$ cat config.mk
export PLATFORM = sky130hd
export DESIGN_NAME = dmem_arbiter
export DESIGN_NICKNAME = d
export VERILOG_FILES = /design/src/rtl/dmem_arbiter.sv
export SDC_FILE = /design/constraint.sdc
export NUM_CORES = 1
export LEC_CHECK = 0
export ABC_AREA = 1
export BUFFER_PORTS_ARGS = -buffer_cell sky130_fd_sc_hd__buf_2
export CORE_MARGIN = 10
export CORE_UTILIZATION = 31
export CTS_CLUSTER_DIAMETER = 40
export DETAILED_ROUTE_END_ITERATION = 8
export PLACE_DENSITY_LB_ADDON = 0.1
export SYNTH_ARGS = -nofsm -noshare
export SYNTH_HDL_FRONTEND = slang
export SYNTH_SLANG_ARGS = --single-unit
$ cat constraint.sdc
create_clock -name clk -period 1.9 [get_ports clk]
set_input_delay 0.38 -clock clk [delete_from_list [all_inputs] [get_ports clk]]
set_output_delay 0.38 -clock clk [all_outputs]
set_load 0.01 [all_outputs]
$ cat src/rtl/dmem_arbiter.sv
// Data memory arbiter: shares the single-port data memory between the
// pipeline MEM stage (core) and an external loader/debug port (ext).
// The core normally wins, a saturating starvation counter forces an ext win,
// and ext_lock_i lets ext hold the memory for an uninterrupted burst.
module dmem_arbiter #(
    parameter int DATA_WIDTH   = 32,
    parameter int ADDR_WIDTH   = 10,
    parameter int STARVE_LIMIT = 4
) (
    input  logic                    clk,
    input  logic                    rst_n,
    input  logic                    core_req_i,
    input  logic                    core_we_i,
    input  logic [ADDR_WIDTH-1:0]   core_addr_i,
    input  logic [DATA_WIDTH-1:0]   core_wdata_i,
    input  logic [DATA_WIDTH/8-1:0] core_be_i,
    output logic                    core_stall_o,
    output logic                    core_rvalid_o,
    output logic [DATA_WIDTH-1:0]   core_rdata_o,
    input  logic                    ext_req_i,
    input  logic                    ext_we_i,
    input  logic [ADDR_WIDTH-1:0]   ext_addr_i,
    input  logic [DATA_WIDTH-1:0]   ext_wdata_i,
    input  logic [DATA_WIDTH/8-1:0] ext_be_i,
    input  logic                    ext_lock_i,
    output logic                    ext_gnt_o,
    output logic                    ext_rvalid_o,
    output logic [DATA_WIDTH-1:0]   ext_rdata_o,
    output logic                    mem_en_o,
    output logic [DATA_WIDTH/8-1:0] mem_we_o,
    output logic [ADDR_WIDTH-1:0]   mem_addr_o,
    output logic [DATA_WIDTH-1:0]   mem_wdata_o,
    input  logic [DATA_WIDTH-1:0]   mem_rdata_i
);

    localparam int BE_WIDTH = DATA_WIDTH / 8;
    localparam logic [3:0] STARVE_MAX = 4'(STARVE_LIMIT);

    typedef enum logic {
        ARB,
        EXT_LOCK
    } arbState_e;

    typedef enum logic [1:0] {
        NONE = 2'd0,
        CORE = 2'd1,
        EXT  = 2'd2
    } rdOwner_e;

    arbState_e  state_q, state_d;
    logic [3:0] starveCnt_q, starveCnt_d;
    rdOwner_e   rdOwner_q, rdOwner_d;
    logic       coreGnt;
    logic       extGnt;

    // Pick this cycle's winner and the next arbiter state; while reset is held
    // nobody is granted so no memory access can leak out
    always_comb begin
        state_d = state_q;
        coreGnt = 1'b0;
        extGnt  = 1'b0;
        if (rst_n) begin
            case (state_q)
                ARB: begin
                    if (ext_req_i && (!core_req_i || starveCnt_q == STARVE_MAX)) begin
                        extGnt = 1'b1;
                        if (ext_lock_i) begin
                            state_d = EXT_LOCK;
                        end
                    end else if (core_req_i) begin
                        coreGnt = 1'b1;
                    end
                end
                EXT_LOCK: begin
                    extGnt = ext_req_i;
                    if (!ext_lock_i) begin
                        state_d = ARB;
                    end
                end
                default: begin
                    state_d = ARB;
                end
            endcase
        end
    end

    // Count consecutive denied ext cycles, saturating at the limit so the
    // forced-win compare stays true until ext is actually served
    always_comb begin
        starveCnt_d = 4'd0;
        if (ext_req_i && !extGnt) begin
            if (starveCnt_q == STARVE_MAX) begin
                starveCnt_d = starveCnt_q;
            end else begin
                starveCnt_d = starveCnt_q + 4'd1;
            end
        end
    end

    // Steer the winner onto the memory port and remember who owns the read
    // data that the memory will return next cycle
    always_comb begin
        mem_en_o    = 1'b0;
        mem_we_o    = '0;
        mem_addr_o  = '0;
        mem_wdata_o = '0;
        rdOwner_d   = NONE;
        if (extGnt) begin
            mem_en_o    = 1'b1;
            mem_addr_o  = ext_addr_i;
            mem_wdata_o = ext_wdata_i;
            mem_we_o    = ext_we_i ? ext_be_i : {BE_WIDTH{1'b0}};
            rdOwner_d   = ext_we_i ? NONE : EXT;
        end else if (coreGnt) begin
            mem_en_o    = 1'b1;
            mem_addr_o  = core_addr_i;
            mem_wdata_o = core_wdata_i;
            mem_we_o    = core_we_i ? core_be_i : {BE_WIDTH{1'b0}};
            rdOwner_d   = core_we_i ? NONE : CORE;
        end
    end

    // Stall, accept and read-return outputs; rdata is zeroed on the port
    // that does not own the returning word
    always_comb begin
        core_stall_o  = rst_n && core_req_i && !coreGnt;
        ext_gnt_o     = extGnt;
        core_rvalid_o = (rdOwner_q == CORE);
        ext_rvalid_o  = (rdOwner_q == EXT);
        core_rdata_o  = core_rvalid_o ? mem_rdata_i : '0;
        ext_rdata_o   = ext_rvalid_o ? mem_rdata_i : '0;
    end

    // State, starvation counter and read-owner registers; reset drops any
    // in-flight read so no rvalid appears after release
    always_ff @(posedge clk or negedge rst_n) begin
        if (!rst_n) begin
            state_q     <= ARB;
            starveCnt_q <= 4'd0;
            rdOwner_q   <= NONE;
        end else begin
            state_q     <= state_d;
            starveCnt_q <= starveCnt_d;
            rdOwner_q   <= rdOwner_d;
        end
    end

endmodule

==> impl_metrics.ini <==
[critical_path]
r2r_start = starveCnt_q[1]
worstPathArrival_ns = 1.60
critPathRequiredTime_ns = 1.52
worst_r2r_endpoint = rdOwner_q[0]
cp-start-kind = flop
reg2reg_depth = 9
reg2reg_setup_slack_ns = 0.53
path_max_fanout = 9
end_kind = output pin
worstSetupPathType = reg -> out

[yosys]
syn_area_mm2 = 0.001728
synth-xor-area-share = 0.01014
ys_ff_latch = 7
postSynthCellCount = 321
synth_fp_nets = 454
yosysTopAreaCell = nand3_1
synth_top_family_by_area = simple AND/OR/NAND/NOR gates
synth_top_area_share = 0.1912
synth_compound_area_frac = 0.01014
yosysWarnings = 0
synthTopCellsByArea = nand3_1 (19%), nor2_1 (16%), nand2_1 (14%)
synth_cell_types = 19
syn_avg_cell_area_um2 = 5.383
synthSimpleGateAreaFrac = 0.6662
muxShareOfSynthArea = 0
synthAdderAreaFrac = 0.01448
synth_seq_area_share = 0.1014

[cells_and_area]
syn2layout_area_growth_pct = 103.5
multiInputGateArea_mm2 = 0.001329
n_antenna_cell = 0
fillers = 538
final_cells = 641
postLayoutCoreUtil = 0.6424
drive_above_1_share = 0.5518
register_area_um2 = 175.2
nNetsFinal = 703

[power]
power_mw = 1.225
pwr-share-comb = 0.688
switchingPower_mw = 0.5062
swShare = 0.4132
pwr-share-seq = 0.142
clockPowerShare = 0.171
power_report.internal_total_mw = 0.7188
peakVddDrop_mv = 0.3002
leakage_nw = 2.344
power_density_mw_per_mm2 = 348.4

[placement]
port_buffers = 245
hpwl_mm = 8.457
dp.cells = 626
gp_congestion = 0.8533

[timing]
fin_crit_ns = 1.978
tightest_slew_ns = 0.3262
max-slew-margin-rel = 0.7825
clock_skew_ns = 0.0009679
finalHoldViolCount = 0
worst_slack_ns = -0.07835
finalSetupViolations = 48
fmax_mhz = 505.5
fin_crit_sh = 1.041
rsz0062_at_grt = true
finalMaxSlewViolations = 0
whs_ns = 0.1042

[route]
via_per_inst = 4.707
wl_per_cell_um = 16.07
drt_iter0_drc = 100
postRouteAntennaNets = 0
firstDrtPassIters = 4
drc = 0
num_vias = 3017
wirelength_mm = 10.30

[global_routing]
top_usage_layer = met2
grt_usage = 0.1999
grt_use_met2 = 0.3856
globalRouteMet3Util = 0.06423
grt_pass1_wl_mm = 14.48
grt_max_degree = 34
grt_pass1_vias = 2925
gr-total-overflow = 0
antenna_found_initial = 0
grt.met1_usage = 0.1999

[floorplan]
die-area_mm2 = 0.008961
die_x_um = 94.66
pin_count = 246
initial_core_util = 0.3157
core_area_mm2 = 0.005473
rows = 27
chipHeight_um = 94.66

[worst_hold_path]
hold_path_class = in -> async

[run_status]
status = finished with violations
violations = setup timing

[clocking]
clock_sinks = 7
cts_tree = done
cts_buffers = 3
cts_root_buf = clkbuf_8
cts_buffer_depth = 2
insertion_delay_ns = 0.23
path_clk_slew_ns = 0.04
htree_levels = 1

[flow_run]
max_cap_violations = 0
==> worst max path at each step <==
stage / start / endpoint / slack [ns] / depth (start not counted)
after floorplan: starveCnt_q[0] / mem_wdata_o[11] / 0.21 / 9
after global placement: starveCnt_q[1] / mem_wdata_o[0] / 0.14 / 9
after detailed placement: starveCnt_q[1] / mem_wdata_o[0] / 0.11 / 9
after CTS: starveCnt_q[1] / mem_we_o[0] / -0.05 / 9
after global routing: starveCnt_q[1] / mem_addr_o[3] / -0.14 / 9
final: starveCnt_q[1] / mem_addr_o[3] / -0.08 / 9
==> cell usage after synthesis <==
library cell	number
buf_4	3
nand2_1	64
nand4_1	1
nand3_1	66
nand3b_1	8
o211ai_1	1
buf_6	7
nand2_2	2
a21oi_1	1
ha_1	2
nand3_2	21
dfrtp_1	7
clkbuf_1	7
xor2_1	2
inv_1	45
nor2_1	73
buf_2	9
nand3_4	1
o21ai_0	1
==> power groups by stage <==
stage                     clock network, mW  logic (mW)  registers [mW]
after floorplan                           0       0.359           0.174
after global placement                    0       0.685           0.175
after detailed placement                  0       0.697           0.176
after CTS                             0.211       0.771           0.173
after global routing                  0.218       0.922           0.175
final                                 0.209       0.843           0.173
==> repair_timing <==
action / 4_1_cts / 5_1_grt
endpoints found under the setup margin: 49 / 48
resized for setup: 26 / 21
setup buffers: 2 / 4
endpoints found under the hold margin: 3 / 0
pin swaps: 2 / 4
hold buffers: 1 / 0
gates cloned: 2 / 2
==> per-stage QoR <==
step	instance area (um^2)	setup slack, ns	setup TNS (ns)
floorplan	1728	0.2085	0
global placement	3084	0.1373	0
detailed placement	3084	0.1110	0
CTS	3326	-0.04764	-0.8623
global route	3516	-0.1448	-5.011
finish	3516	-0.07835	-1.599
==> logic make-up after synthesis <==
logic type / after synthesis
compound gates: 3
xor+xnor: 2
fa+ha+maj: 2
buf+inv: 71
flops: 7
simple gates: 236
==> cell usage in the layout (no fill, tap or decap) <==
master	n
nor2_1	72
nand3_4	5
inv_1	43
o21ai_0	1
dlygate4sd3_1	1
buf_12	8
nand3b_1	8
dfrtp_1	7
a21oi_2	1
buf_6	19
inv_2	2
nor2_4	1
nand2_1	54
nand3_1	63
nand2_4	2
clkbuf_16	2
nand2_2	9
buf_16	2
o211ai_1	1
nand3_2	20
ha_1	1
clkbuf_1	1
nand4_1	1
buf_4	11
xor2_1	2
nand2_8	1
clkbuf_8	3
buf_2	227
ha_4	1
==> worst max-delay path, cell delays in order, from the launching register on <==
cell,delay (ns)
dfrtp_1,0.38
inv_2,0.08
ha_4,0.14
nand3_4,0.10
nand2_4,0.11
nand2_8,0.10
clkbuf_16,0.18
nand3_1,0.07
nand2_1,0.07
buf_6,0.12
==> sequential cells by signal, summed over array words and instances (netlist names) <==
signal	count
state_q	1
rdOwner_q	2
starveCnt_q	4
==> routing by layer <==
layer / vias up / wire, um
met1: 1339 / 3618
met5: - / 0
li1: 1496 / -
met2: 171 / 5332
met4: 0 / 158
met3: 11 / 1191
==> final cells by class <==
type	count	area share
inverters	45	0.04804
flip-flops and latches	7	0.04982
multi-input cells	243	0.3779
repair buffers	270	0.4858
clock buffers	4	0.01281
well taps	72	0.02562
No activity file was read; power rests on OpenSTA's default activity.
